File: config.mk
export PLATFORM = sky130hd
export DESIGN_NAME = sm4_round_engine_flat
export DESIGN_NICKNAME = d
export VERILOG_FILES = /design/src/rtl/sm4_round_engine_if.sv /design/src/rtl/sm4_round_engine.sv /design/src/flat_wrapper.sv
export SDC_FILE = /design/constraint.sdc
export NUM_CORES = 2
export LEC_CHECK = 0
export BUFFER_PORTS_ARGS = -buffer_cell sky130_fd_sc_hd__buf_2
export CORE_AREA = 2 2 501 503
export DETAILED_ROUTE_END_ITERATION = 8
export DIE_AREA = 0 0 503 505
export HOLD_SLACK_MARGIN = 0.06
export PLACE_DENSITY = 0.41
export SETUP_SLACK_MARGIN = 0.1
export SLEW_MARGIN = 20
export SYNTH_ARGS = -nofsm -noshare
export SYNTH_HDL_FRONTEND = slang
export SYNTH_SLANG_ARGS = --single-unit
File: constraint.sdc
create_clock -name clk -period 23.1 [get_ports clk]
set_clock_uncertainty 0.05 [all_clocks]
set_input_delay 2.31 -clock clk [delete_from_list [all_inputs] [get_ports clk]]
set_output_delay 2.31 -clock clk [all_outputs]
set_load 0.02 [all_outputs]
File: src/rtl/sm4_round_engine_if.sv
// SM4 round engine block interface.
// Groups the request/response signals of sm4_round_engine:
//   start_in      request to process one 128-bit block
//   decrypt_in    mode sampled with start_in (0 = encrypt, 1 = decrypt)
//   key_valid_in  round keys on rk_bus_in are complete and stable
//   data_in       input block, word X0 = [127:96]
//   rk_bus_in     32 round keys, rk_i = [32*i+31:32*i]
//   busy_out      rounds in progress
//   done_out      one-cycle pulse, data_out valid
//   data_out      result block, held until the next done_out
// The master drives the requests; the engine is the slave.
interface sm4_round_engine_if;
    logic          start_in;
    logic          decrypt_in;
    logic          key_valid_in;
    logic [127:0]  data_in;
    logic [1023:0] rk_bus_in;
    logic          busy_out;
    logic          done_out;
    logic [127:0]  data_out;

    modport master (
        output start_in, decrypt_in, key_valid_in, data_in, rk_bus_in,
        input  busy_out, done_out, data_out
    );

    modport slave (
        input  start_in, decrypt_in, key_valid_in, data_in, rk_bus_in,
        output busy_out, done_out, data_out
    );
endinterface

File: src/rtl/sm4_round_engine.sv
// SM4 iterative round engine: one SM4 round per clock, 32 rounds per block.
// Ports:
//   clk    rising-edge clock
//   reset  asynchronous, active-high reset
//   bus    sm4_round_engine_if slave modport (start/mode/keys/data in,
//          busy/done/result out)
// A block accepted in IDLE (start_in with key_valid_in) is processed in
// ROUND for 32 edges; the final edge writes the word-reversed state to
// data_out and pulses done_out. Round keys are read straight off the bus
// each round; the key schedule upstream keeps them stable while busy.
module sm4_round_engine (
    input  logic              clk,
    input  logic              reset,
    sm4_round_engine_if.slave bus
);

    typedef enum logic [0:0] {
        ST_IDLE  = 1'b0,
        ST_ROUND = 1'b1
    } state_e;

    // Standard SM4 S-box, entry 0 in the most significant byte.
    localparam logic [2047:0] SBOX_TABLE = {
        128'hd690e9fecce13db716b614c228fb2c05,
        128'h2b679a762abe04c3aa44132649860699,
        128'h9c4250f491ef987a33540b43edcfac62,
        128'he4b31ca9c908e89580df94fa758f3fa6,
        128'h4707a7fcf37317ba83593c19e6854fa8,
        128'h686b81b27164da8bf8eb0f4b70569d35,
        128'h1e240e5e6358d1a225227c3b01217887,
        128'hd40046579fd327524c3602e7a0c4c89e,
        128'heabf8ad240c738b5a3f7f2cef96115a1,
        128'he0ae5da49b341a55ad933230f58cb1e3,
        128'h1df6e22e8266ca60c02923ab0d534e6f,
        128'hd5db3745defd8e2f03ff6a726d6c5b51,
        128'h8d1baf92bbddbc7f11d95c411f105ad8,
        128'h0ac13188a5cd7bbd2d74d012b8e5b4b0,
        128'h8969974a0c96777e65b9f109c56ec684,
        128'h18f07dec3adc4d2079ee5f3ed7cb3948
    };

    // Combinational 256x8 lookup; byte a sits at bits [2047-8a -: 8].
    function automatic logic [7:0] sbox(input logic [7:0] a);
        logic [10:0] base_s;
        base_s = 11'd2047 - {a, 3'd0};
        return SBOX_TABLE[base_s -: 8];
    endfunction

    state_e        state_q, state_d;
    logic [4:0]    cnt_q, cnt_d;
    logic [127:0]  x_q, x_d;
    logic          dec_q, dec_d;
    logic          done_q, done_d;
    logic [127:0]  dout_q, dout_d;

    logic [4:0]    key_idx_s;
    logic [31:0]   rk_s;
    logic [31:0]   mix_in_s;
    logic [31:0]   tau_s;
    logic [31:0]   t_out_s;
    logic [127:0]  round_out_s;

    // One full SM4 round on the current state; decryption walks the keys backwards.
    always_comb begin
        key_idx_s   = dec_q ? (5'd31 - cnt_q) : cnt_q;
        rk_s        = bus.rk_bus_in[{key_idx_s, 5'd0} +: 32];
        mix_in_s    = x_q[95:64] ^ x_q[63:32] ^ x_q[31:0] ^ rk_s;
        tau_s       = {sbox(mix_in_s[31:24]), sbox(mix_in_s[23:16]),
                       sbox(mix_in_s[15:8]),  sbox(mix_in_s[7:0])};
        t_out_s     = tau_s
                    ^ {tau_s[29:0], tau_s[31:30]}
                    ^ {tau_s[21:0], tau_s[31:22]}
                    ^ {tau_s[13:0], tau_s[31:14]}
                    ^ {tau_s[7:0],  tau_s[31:8]};
        round_out_s = {x_q[95:0], x_q[127:96] ^ t_out_s};
    end

    // Next-state and datapath control for the IDLE/ROUND machine.
    always_comb begin
        state_d = state_q;
        cnt_d   = cnt_q;
        x_d     = x_q;
        dec_d   = dec_q;
        done_d  = 1'b0;
        dout_d  = dout_q;
        case (state_q)
            ST_IDLE: begin
                // Starts without valid keys are dropped, not remembered.
                if (bus.start_in && bus.key_valid_in) begin
                    x_d     = bus.data_in;
                    dec_d   = bus.decrypt_in;
                    cnt_d   = 5'd0;
                    state_d = ST_ROUND;
                end else begin
                    state_d = ST_IDLE;
                end
            end
            ST_ROUND: begin
                x_d   = round_out_s;
                cnt_d = cnt_q + 5'd1;
                if (cnt_q == 5'd31) begin
                    // Output is the final four words in reverse order.
                    dout_d  = {round_out_s[31:0], round_out_s[63:32],
                               round_out_s[95:64], round_out_s[127:96]};
                    done_d  = 1'b1;
                    state_d = ST_IDLE;
                end else begin
                    state_d = ST_ROUND;
                end
            end
            default: begin
                state_d = ST_IDLE;
            end
        endcase
    end

    // State, datapath and output registers.
    always_ff @(posedge clk or posedge reset) begin
        if (reset) begin
            state_q <= ST_IDLE;
            cnt_q   <= 5'd0;
            x_q     <= 128'h0;
            dec_q   <= 1'b0;
            done_q  <= 1'b0;
            dout_q  <= 128'h0;
        end else begin
            state_q <= state_d;
            cnt_q   <= cnt_d;
            x_q     <= x_d;
            dec_q   <= dec_d;
            done_q  <= done_d;
            dout_q  <= dout_d;
        end
    end

    assign bus.busy_out = (state_q == ST_ROUND);
    assign bus.done_out = done_q;
    assign bus.data_out = dout_q;

endmodule
File: src/flat_wrapper.sv
// flat-port wrapper written by rule: the top's interface ports become plain ports
module sm4_round_engine_flat 
  (clk, reset, bus_start_in, bus_decrypt_in, bus_key_valid_in, bus_data_in, bus_rk_bus_in, bus_busy_out, bus_done_out, bus_data_out);
  sm4_round_engine_if bus_i ();
  input  logic clk;
  input  logic reset;
  input wire logic [$bits(bus_i.start_in)-1:0] bus_start_in;
  input wire logic [$bits(bus_i.decrypt_in)-1:0] bus_decrypt_in;
  input wire logic [$bits(bus_i.key_valid_in)-1:0] bus_key_valid_in;
  input wire logic [$bits(bus_i.data_in)-1:0] bus_data_in;
  input wire logic [$bits(bus_i.rk_bus_in)-1:0] bus_rk_bus_in;
  output wire logic [$bits(bus_i.busy_out)-1:0] bus_busy_out;
  output wire logic [$bits(bus_i.done_out)-1:0] bus_done_out;
  output wire logic [$bits(bus_i.data_out)-1:0] bus_data_out;
  assign bus_i.start_in = bus_start_in;
  assign bus_i.decrypt_in = bus_decrypt_in;
  assign bus_i.key_valid_in = bus_key_valid_in;
  assign bus_i.data_in = bus_data_in;
  assign bus_i.rk_bus_in = bus_rk_bus_in;
  assign bus_busy_out = bus_i.busy_out;
  assign bus_done_out = bus_i.done_out;
  assign bus_data_out = bus_i.data_out;
  sm4_round_engine u_core (.clk(clk), .reset(reset), .bus(bus_i));
endmodule
==> flow_summary.yaml <==
outcome:
  status: "finished, final reports clean"
global_routing:
  antenna_found_initial: 234
  overflow: 0
  grt_pass1_vias: 51134
  grt.total_usage_pct: 30.5
  grt_pass1_wl_um: 521000
  grt_start_max_net_pins: 103
setup_path:
  cp-start-kind: "flop"
  cp-end-kind: "flop"
  r2r-start: "u_core.dec_q"
  worstPathArrival_ns: 11.25
  r2r-end: "u_core.bus.data_out[113]"
  reg2reg_depth: 21
  cp.required_ns: 23.59
  path_class: "reg -> reg"
  r2r_setup_slack_ns: 12.34
  crit_fanout: 58
clocking:
  cts_root_buf: "clkbuf_16"
  htree_num_levels: 2
  ctsHoldBuffers: 0
  cts_made_buffers: 37
  cts_sinks: 264
  cts_tree: "done"
  postCtsSetupRepairBufs: 0
  clk_transition_reported_paths_ns: 0.07
  clock_latency_ns: 0.64
  clockBufferDepth: 3
  ctsResizeCount: 0
timing:
  slew_headroom_pct: 22.5
  hold_violations: 0
  hold_ws_ns: 0.446
  finalCritPeriodShare_pct: 46.6
  max_freq_ghz: 0.0929
  min_period_ns: 10.76
  rsz0062_at_grt: "false"
  worst_pin_slew_ns: 1.16
  setup_tns_ns: 0
  setup_viol: 0
  finalMaxSlewViolations: 0
floorplan:
  rows: 183
  initial_core_util_pct: 17.2
  dieWidth_um: 503
  io_pins: 1287
  core-area_um2: 248000
  dieArea_um2: 254000
  fp.dieH_um: 505
drt:
  num_vias: 53660
  vias_per_cell: 5.60
  drt-total-wl_um: 406000
  dr.first_iter.drc_count: 6732
  ant_nets: 0
  dr.pass1.iters: 9
  wire_per_inst_um: 42.4
  drc: 0
synth:
  syn_area_um2: 42800
  yosys_warnings: 0
  synthTopCellsByCount: "nand2_1, o21ai_0, mux2i_1"
  synth_seq_area_share_pct: 15.4
  netlist_instances: 4934
  synth_edf_count: 0
  avgSynthCellArea_um2: 8.67
  ys.flop_type: "dfrtp_1"
  postSynth.asyncResetShare_pct: 100
  synthTopCellsByArea: "dfrtp_1, mux4_2, mux2i_1, nand2_1, mux2_2"
  synth_top_area_cell: "dfrtp_1"
  synth.top_cell.area_share_pct: 15.4
  synth_cell_types: 145
  synth_nets: 6137
  post-synth-top-count-cell: "nand2_1"
  ys_seq_elements: 264
placed_design:
  gp_congestion: 0.995
  dp.cells: 9224
  place_hpwl_um: 332000
  io_buffers: 1286
final_layout:
  fin_cells: 9580
  finalNetCount: 7136
  drive_gt1_share_pct: 36.9
  area_growth_pct: 27.2
  utilization_pct: 21.9
flow_run:
  max_cap_violations: 0
hold_path:
  min_from: "u_core.bus.data_out[97]"
  hp-class: "reg -> reg"
  hold_depth: 2
  hold_end: "u_core.bus.data_out[97]"
==> through the flow <==
step           area, µm²  setup slack [ns]
5_1_grt            54100             12.18
4_1_cts            53700             12.70
6_report           54400             12.34
3_5_place_dp       52400             12.70
2_1_floorplan      42800             13.47
3_3_place_gp       52400             12.69
==> placed cells by master, fill, tap and decap left out, types with 25 or more instances in the layout <==
cell type | synthesis | final
nor2_1 | 265 | 257
mux2i_1 | 329 | 329
buf_2 | 187 | 1286
and3_1 | 52 | 52
o211ai_1 | 99 | 99
a211oi_1 | 84 | 84
a21o_1 | 40 | 40
o22ai_1 | 72 | 71
nor3_1 | 101 | 94
a22o_1 | 26 | 26
o21ai_0 | 335 | 333
buf_4 | 70 | 186
xor2_1 | 61 | 55
nand3_1 | 151 | 151
dfrtp_1 | 264 | 257
a22oi_1 | 129 | 128
inv_1 | 44 | 42
ha_1 | 46 | 46
xnor2_1 | 142 | 125
nand2_1 | 498 | 495
o221ai_1 | 43 | 42
o21a_1 | 49 | 49
nand2b_1 | 25 | 25
a21oi_1 | 261 | 258
a221oi_1 | 60 | 60
a311oi_1 | 30 | 30
nand4_1 | 42 | 42
clkbuf_16 | 0 | 37
a31oi_1 | 54 | 54
mux4_2 | 289 | 289
mux2_2 | 163 | 163
o21ai_1 | 28 | 30
diode_2 | 0 | 290
==> logic make-up (layout without fill, tap and decap cells) <==
kind of cell	Yosys count	in the layout	share of synthesized area (%)
AOI/OAI and AO/OA	1694	1694	28.0
and+or+nand+nor	1342	1342	15.1
muxes	786	786	27.4
buffers and inverters	575	1601	7.51
DFF	264	264	15.4
xor gates and xnor gates	227	227	5.18
adders and majority gates	46	46	1.35
other	0	290	0
==> state kept, by name (all words and copies together) (netlist names) <==
name / cells
u_core.bus.busy_out: 1
u_core.bus.data_out: 128
u_core.bus.done_out: 1
u_core.cnt_q: 5
u_core.dec_q: 1
u_core.x_q: 128
==> worst max-delay path: stages (launching register included) <==
cell and delay, ns:
dfrtp_4 0.91, buf_4 0.73, buf_4 0.84, inv_2 0.45
buf_4 0.39, o211ai_1 0.69, nand4_1 0.30, o22ai_2 0.63
xor2_4 0.18, buf_4 0.41, inv_2 0.39, ha_1 0.58
nor2_1 0.57, mux2i_1 0.28, mux2_2 0.33, o21ai_0 0.36
a311oi_1 0.15, a211oi_4 0.52, xor2_1 0.38, xnor2_1 0.13
xnor2_1 0.77, mux2_2 0.29
==> cell type report <==
cell class,count,area [µm²]
sequential,264,6630
tap,3330,4170
antenna,290,726
multi-input combinational,4095,33500
fill,27966,194000
clock inverter,16,206
timing repair buffer,1476,7900
clock buffer,50,1020
inverter,59,236
==> worst max path at each step <==
| stage | start | end | slack (ns) | depth (start not counted) |
|---|---|---|---|---|
| final | u_core.dec_q | u_core.bus.data_out[113] | 12.34 | 21 |
| after CTS | u_core.dec_q | u_core.bus.data_out[113] | 12.70 | 21 |
| after global routing | u_core.cnt_q[0] | u_core.bus.data_out[110] | 12.18 | 22 |
| after detailed placement | u_core.cnt_q[0] | u_core.bus.data_out[110] | 12.70 | 22 |
| after floorplan | reset | u_core.bus.busy_out | 13.47 | 1 |
| after global placement | u_core.dec_q | u_core.bus.data_out[113] | 12.69 | 21 |
==> layer usage <==
layer	up-vias	part of all wire, %	wire [µm]	track usage (%)
met5	-	0.14	570	0
met4	88	7.2	29200	18.0
met3	858	9.2	37500	8.24
met2	3621	45	183000	48.4
met1	27344	38	156000	36.7
li1	21749	-	-	-
Power is left out: the tool's default activity adds up to more than one toggle a clock period on the data nets, which glitch-free logic cannot reach.
